**src/rtl/mem_access_stage.sv**
```systemverilog
// mem_access_stage: MIPS MEM stage driving the data RAM, aligning loads, holding LLbit and flagging AdEL/AdES.
// Define MEM_UNALIGNED_EN to add LWL/LWR/SWL/SWR; otherwise those ops act as no-ops with wb_wreg_o forced low.
module mem_access_stage #(
   parameter int ADDR_W    = 32,
   parameter bit LLBIT_RST = 1'b0
) (
   input  logic              clk,
   input  logic              rst,
   input  logic              stall,
   input  logic              flush,
   input  logic [3:0]        mem_op_i,
   input  logic [4:0]        waddr_i,
   input  logic              wreg_i,
   input  logic [31:0]       wdata_i,
   input  logic [ADDR_W-1:0] mem_addr_i,
   input  logic [31:0]       reg2_i,
   input  logic [31:0]       ram_data_i,
   output logic              ram_ce_o,
   output logic              ram_we_o,
   output logic [3:0]        ram_sel_o,
   output logic [ADDR_W-1:0] ram_addr_o,
   output logic [31:0]       ram_data_o,
   output logic [4:0]        wb_waddr_o,
   output logic              wb_wreg_o,
   output logic [31:0]       wb_wdata_o,
   output logic              excp_adel_o,
   output logic              excp_ades_o,
   output logic [ADDR_W-1:0] bad_vaddr_o,
   output logic              llbit_o
);
   localparam logic [3:0] OP_LB = 4'd1, OP_LBU = 4'd2, OP_LH = 4'd3, OP_LHU = 4'd4, OP_LW = 4'd5;
   localparam logic [3:0] OP_SB = 4'd6, OP_SH = 4'd7, OP_SW = 4'd8, OP_LL = 4'd9, OP_SC = 4'd10;
   localparam logic [3:0] OP_LWL = 4'd11, OP_LWR = 4'd12, OP_SWL = 4'd13, OP_SWR = 4'd14;
   logic [1:0]        k;
   logic              is_byte, is_half, is_word, unal_op, bad_op, is_load, is_store;
   logic              lwl, lwr, swl, swr, misal, sc_fail, access;
   logic [7:0]        byte_v;
   logic [15:0]       half_v;
   logic [31:0]       lwl_v, lwr_v;
   logic [4:0]        waddr_d, waddr_q;
   logic              wreg_d, wreg_q, adel_d, adel_q, ades_d, ades_q, llbit_d, llbit_q;
   logic [31:0]       wdata_d, wdata_q;
   logic [ADDR_W-1:0] bva_d, bva_q;
   assign k       = mem_addr_i[1:0];
   assign is_byte = mem_op_i inside {OP_LB, OP_LBU, OP_SB};
   assign is_half = mem_op_i inside {OP_LH, OP_LHU, OP_SH};
   assign is_word = mem_op_i inside {OP_LW, OP_SW, OP_LL, OP_SC};
`ifdef MEM_UNALIGNED_EN
   assign unal_op = mem_op_i inside {OP_LWL, OP_LWR, OP_SWL, OP_SWR};
   assign bad_op  = 1'b0;
`else
   assign unal_op = 1'b0;
   assign bad_op  = mem_op_i inside {OP_LWL, OP_LWR, OP_SWL, OP_SWR};
`endif
   assign lwl      = unal_op & (mem_op_i == OP_LWL);
   assign lwr      = unal_op & (mem_op_i == OP_LWR);
   assign swl      = unal_op & (mem_op_i == OP_SWL);
   assign swr      = unal_op & (mem_op_i == OP_SWR);
   assign is_load  = (mem_op_i inside {OP_LB, OP_LBU, OP_LH, OP_LHU, OP_LW, OP_LL}) | lwl | lwr;
   assign is_store = (mem_op_i inside {OP_SB, OP_SH, OP_SW, OP_SC}) | swl | swr;
   assign misal    = (is_half & k[0]) | (is_word & (k != 2'b00));
   assign sc_fail  = (mem_op_i == OP_SC) & ~llbit_q;
   // A failing SC performs no RAM access at all
   assign access     = (is_byte | is_half | is_word | unal_op) & ~misal & ~sc_fail;
   assign ram_ce_o   = access;
   assign ram_we_o   = access & is_store & ~stall & ~flush;
   assign ram_addr_o = {mem_addr_i[ADDR_W-1:2], 2'b00};
   assign ram_sel_o  = is_byte ? 4'b1000 >> k :
                       is_half ? (k[1] ? 4'b0011 : 4'b1100) :
                       swl     ? 4'b1111 >> k :
                       swr     ? 4'b1111 << ~k : 4'b1111;
   assign ram_data_o = is_byte ? {4{reg2_i[7:0]}} :
                       is_half ? {2{reg2_i[15:0]}} :
                       swl     ? reg2_i >> {k, 3'b000} :
                       swr     ? reg2_i << {~k, 3'b000} : reg2_i;
   assign byte_v = 8'(ram_data_i >> {~k, 3'b000});
   assign half_v = k[1] ? ram_data_i[15:0] : ram_data_i[31:16];
   assign lwl_v  = (ram_data_i << {k, 3'b000}) | (reg2_i & ~(32'hFFFF_FFFF << {k, 3'b000}));
   assign lwr_v  = (ram_data_i >> {~k, 3'b000}) | (reg2_i & ~(32'hFFFF_FFFF >> {~k, 3'b000}));
   assign wdata_d = misal                  ? 32'h0 :
                    mem_op_i == OP_LB      ? {{24{byte_v[7]}}, byte_v} :
                    mem_op_i == OP_LBU     ? {24'h0, byte_v} :
                    mem_op_i == OP_LH      ? {{16{half_v[15]}}, half_v} :
                    mem_op_i == OP_LHU     ? {16'h0, half_v} :
                    mem_op_i inside {OP_LW, OP_LL} ? ram_data_i :
                    mem_op_i == OP_SC      ? {31'h0, llbit_q} :
                    lwl                    ? lwl_v :
                    lwr                    ? lwr_v : wdata_i;
   assign waddr_d = waddr_i;
   assign wreg_d  = (misal | bad_op) ? 1'b0 : (mem_op_i == OP_SC) ? 1'b1 : wreg_i;
   assign adel_d  = misal & is_load;
   assign ades_d  = misal & is_store;
   assign bva_d   = misal ? mem_addr_i : '0;
   assign llbit_d = flush                               ? 1'b0 :
                    stall                               ? llbit_q :
                    (mem_op_i == OP_LL) & ~misal        ? 1'b1 :
                    (mem_op_i == OP_SC) & ~misal        ? 1'b0 : llbit_q;
   always_ff @(posedge clk) begin
      if (rst) begin
         waddr_q <= '0;
         wreg_q  <= 1'b0;
         wdata_q <= '0;
         adel_q  <= 1'b0;
         ades_q  <= 1'b0;
         bva_q   <= '0;
         llbit_q <= LLBIT_RST;
      end else begin
         llbit_q <= llbit_d;
         if (flush) begin
            waddr_q <= '0;
            wreg_q  <= 1'b0;
            wdata_q <= '0;
            adel_q  <= 1'b0;
            ades_q  <= 1'b0;
            bva_q   <= '0;
         end else if (!stall) begin
            waddr_q <= waddr_d;
            wreg_q  <= wreg_d;
            wdata_q <= wdata_d;
            adel_q  <= adel_d;
            ades_q  <= ades_d;
            bva_q   <= bva_d;
         end
      end
   end
   assign wb_waddr_o  = waddr_q;
   assign wb_wreg_o   = wreg_q;
   assign wb_wdata_o  = wdata_q;
   assign excp_adel_o = adel_q;
   assign excp_ades_o = ades_q;
   assign bad_vaddr_o = bva_q;
   assign llbit_o     = llbit_q;
endmodule

```
**config.mk**
```make
export PLATFORM = sky130hd
export DESIGN_NAME = mem_access_stage
export DESIGN_NICKNAME = d
export VERILOG_FILES = /design/src/rtl/mem_access_stage.sv
export SDC_FILE = /design/constraint.sdc
export NUM_CORES = 1
export LEC_CHECK = 0
export CAP_MARGIN = 30
export CORE_MARGIN = 2
export CORE_UTILIZATION = 39
export CTS_CLUSTER_DIAMETER = 40
export DETAILED_ROUTE_END_ITERATION = 6
export GPL_ROUTABILITY_DRIVEN = 0
export PLACE_DENSITY_LB_ADDON = 0.3
export SLEW_MARGIN = 20
export SYNTH_ARGS = -nofsm -noshare
export SYNTH_HDL_FRONTEND = slang
export SYNTH_SLANG_ARGS = --single-unit
```
**constraint.sdc**
```tcl
create_clock -name clk -period 2.4 [get_ports clk]
set_clock_uncertainty 0.2 [all_clocks]
set_input_delay 0.36 -clock clk [delete_from_list [all_inputs] [get_ports clk]]
set_output_delay 0.36 -clock clk [all_outputs]
set_load 0.005 [all_outputs]
```
==> metrics.md <==
| Metric | Value |
|---|---|
| Crit path top cell by count | `buf_2` |
| Ys Warns | `0` |
| Clock sink total | `73` |
| Post-route insts no fill | `~1100` |
| Most frequent cells in the layout | `clkdlybuf4s50_1, nand2_1, buf_4` |
| Worst-Skew Late Latency | `0.34 ns` |
| Fin nets | `between 1000 and 1500` |
| 1st-iter DRT viols | `372` |
| # rows | `40` |
| End of the critical path | `ram_we_o` |
| Post-DRT Antenna Nets | `0` |
| Relative slew slack | `a little over half` |
| CP peak stage delay | `0.22 ns` |
| Max Fanout on Critical Path | `6` |
| HP Class | `reg -> reg` |
| Final setup violation count | `0` |
| Total track usage | `roughly 28%` |
| Worst Setup SP | `mem_op_i[0]` |
| Setup CP Type | `in -> out` |
| Number of cells on the critical path | `9` |
| DP Area | `7980 sq um` |
| Register bit total from synthesis | `73` |
| First-pass GRT wire length | `~30000 um` |
| Largest net degree at the start of global routing | `36` |
| Via count | `around 6100` |
| Top-area cell type share of the netlist area | `29.8%` |
| PD cells | `around 450 nW/um^2` |
| Worst Max-Slew Pin Slew | `about 0.71 ns` |
| Vias per inst | `approximately 5.5` |
| Max Slew Vio Count | `0` |
| Share of layout cells above drive strength 1 | `a little under a fifth` |
| Drt drc | `0` |
| GRT Residual Overflow | `0` |
| Reg2Reg Depth | `4` |
| Critical R2R Launch | `llbit_o` |
| Max_cap viols | `0` |
| I/O pins | `285` |
| Die height | `between 100 and 150 um` |
| CTS clk-pin slew, worst paths | `0.06 ns` |
| CP Cell Sequence | `buf_2 > buf_6 > nor2b_1 > o21ai_1 > and3_4 > a221oi_4 > buf_4 > nor4b_4 > buf_2` |
| Final min period | `about 2.4 ns` |
| Inst Count DP | `approximately 1100` |
| Hold Buf Count CTS | `0` |
| Synth unique cells | `55` |
| Status | `completed` |
| Post-synthesis instance total | `approximately 650` |
| TNS Setup | `0 ns` |
| Mapped Area | `approximately 4900 sq um` |
| Initial Util | `between 40% and 50%` |
| CTS HTree Levels | `3` |
| Area growth syn-to-layout | `75.3%` |
| Die footprint | `between 10000 and 15000 sq um` |
| Initial antenna violation count | `0` |
| Prevailing post-synth register cell | `dfxtp_1` |
| Total CTS buffers | `9` |
| Root Driver | `clkbuf_16` |
| RSZ-0062 raised after global routing | `yes` |
| Worst EP required | `roughly 1.8 ns` |
| Vias in the first global route | `about 6000` |
| Fill cells | `between 900 and 1000` |
| Max Freq | `about 420 MHz` |
| Die width | `~120 um` |
| Area contributors post-synth | `dfxtp_1, nand2_1, mux2i_1` |
| Inserted Diodes | `0` |
| Cell taking the most area after synthesis | `dfxtp_1` |
| R2r endpoint | `wb_wdata_o[0]` |
| CP arrival | `approximately 1.8 ns` |
| R2R Setup Slk | `approximately 1.1 ns` |
| Final Hold Fails | `0` |
| Critical-path top delay cell | `and3_4` |
| Number of enable flip-flop cells after synthesis | `0` |
| Maximum vdd drop | `around 400 uV` |
| FF+latch area | `1460 sq um` |
| Buf/Inv on CP | `4` |
| Final non-filler cell area | `roughly 8600 sq um` |
| Post-synth ARST share | `0%` |
| DR WL/cell | `17.7 um` |
| Multi-input gate area | `3020 sq um` |
| Drt total wl | `19800 um` |
| Critical Path Source Type | `input port` |
| Sequential area share after synthesis | `between 20% and 30%` |
| Clock buffer depth | `2` |
| Static Leak | `roughly 3.4 nW` |
| Total core area | `roughly 12000 sq um` |
| HPWL Detailed | `about 15000 um` |
| Synth Area per Inst | `approximately 7.6 sq um` |
| Top cell family by delay on the critical path | `buffers and inverters` |
| Port bufs | `between 200 and 300` |
| Crit share post-route | `98.5%` |
| Commonest non-fill, non-tap cell in the layout | `clkdlybuf4s50_1` |
| Crit path capture type | `output port` |
| CTS tree | `yes` |
| Drt pass-1 iters | `5` |
worst reg2reg max path: stages (launching register included):
cell and delay (ns):
dfxtp_1 0.38, nand2b_4 0.06, o21ai_0 0.19, a2bb2oi_1 0.11, o32ai_1 0.25
worst min path at each step:
stage	startpoint	end	slack, ns	depth (start not counted)
after detailed placement	wb_wdata_o[30]	wb_wdata_o[30]	0.24	2
after global routing	wb_wdata_o[25]	wb_wdata_o[25]	0.29	2
after global placement	wb_wdata_o[25]	wb_wdata_o[25]	0.23	2
after CTS	wb_wdata_o[30]	wb_wdata_o[30]	0.26	2
after floorplan	wb_wdata_o[16]	wb_wdata_o[16]	0.25	2
final	wb_wdata_o[30]	wb_wdata_o[30]	0.26	2
layout make-up:
cell class	instances	share of cell area, %
Clock buffer	11	2.94
Clock inverter	5	0.437
Inverter	9	0.393
Multi-Input combinational cell	475	35.2
Sequential cell	73	17.0
Tap cell	168	2.45
Timing Repair Buffer	377	41.6
Yosys cell counts, types with 4 or more instances:
| master | n |
|---|---|
| inv_1 | 9 |
| mux2_2 | 12 |
| a221oi_2 | 8 |
| nor2_1 | 82 |
| a21oi_1 | 63 |
| o21ai_0 | 49 |
| o22ai_1 | 9 |
| buf_4 | 41 |
| mux4_2 | 7 |
| a22oi_1 | 5 |
| mux2i_1 | 39 |
| a211oi_1 | 9 |
| dfxtp_1 | 73 |
| nand3_1 | 4 |
| a22o_1 | 5 |
| buf_1 | 9 |
| o221ai_1 | 7 |
| o22a_1 | 6 |
| nand2b_1 | 6 |
| clkbuf_1 | 21 |
| nor2b_1 | 4 |
| or2_2 | 4 |
| o31ai_1 | 4 |
| buf_6 | 4 |
| buf_2 | 15 |
| nand2_1 | 105 |
per-stage QoR:
step	setup WS [ns]	power, mW	hold slack [ns]	utilization [%]
finish	0.0352	3.83	0.256	70.7
global placement	-0.805	2.42	0.234	65.6
global route	-0.0593	3.98	0.289	70.7
floorplan	0.0923	1.80	0.249	-
CTS	0.00151	3.82	0.256	69.9
detailed placement	-0.818	2.45	0.241	65.6
logic make-up after synthesis:
logic type	Yosys count	share of synthesized area, %
buf+inv	99	11.7
simple gates	219	18.3
mux	58	13.9
other cells	1	0.0765
fa+ha+maj	2	0.408
compound gates	189	25.0
flops	73	29.8
xor+xnor	4	0.715
report_power, final:
part	leakage (nW)	total (mW)	switching (mW)	internal, mW
Sequential	0.592	1.27	0.0202	1.25
Combinational	2.72	1.22	0.530	0.694
Clock	0.139	1.34	0.577	0.763
layer usage:
layer / track usage [%] / vias to the layer above / share of wire (%)
li1: - / 2840 / -
met1: 33.0 / 2872 / 38
met2: 49.2 / 338 / 50
met3: 6.49 / 55 / 8.7
met4: 11.1 / 0 / 3.0
met5: 0 / - / 0
timing repair:
item,4_1_cts,5_1_grt
cloned,2,0
pin swaps,9,6
setup endpoints to repair,30,23
setup buffers,16,8
resized for setup,103,16
flip-flops by register name (all words and copies together) (netlist names):
register	count
bad_vaddr_o	32
wb_wdata_o	32
wb_waddr_o	5
excp_adel_o	1
excp_ades_o	1
llbit_o	1
wb_wreg_o	1
(Power assumes the default switching activity.)
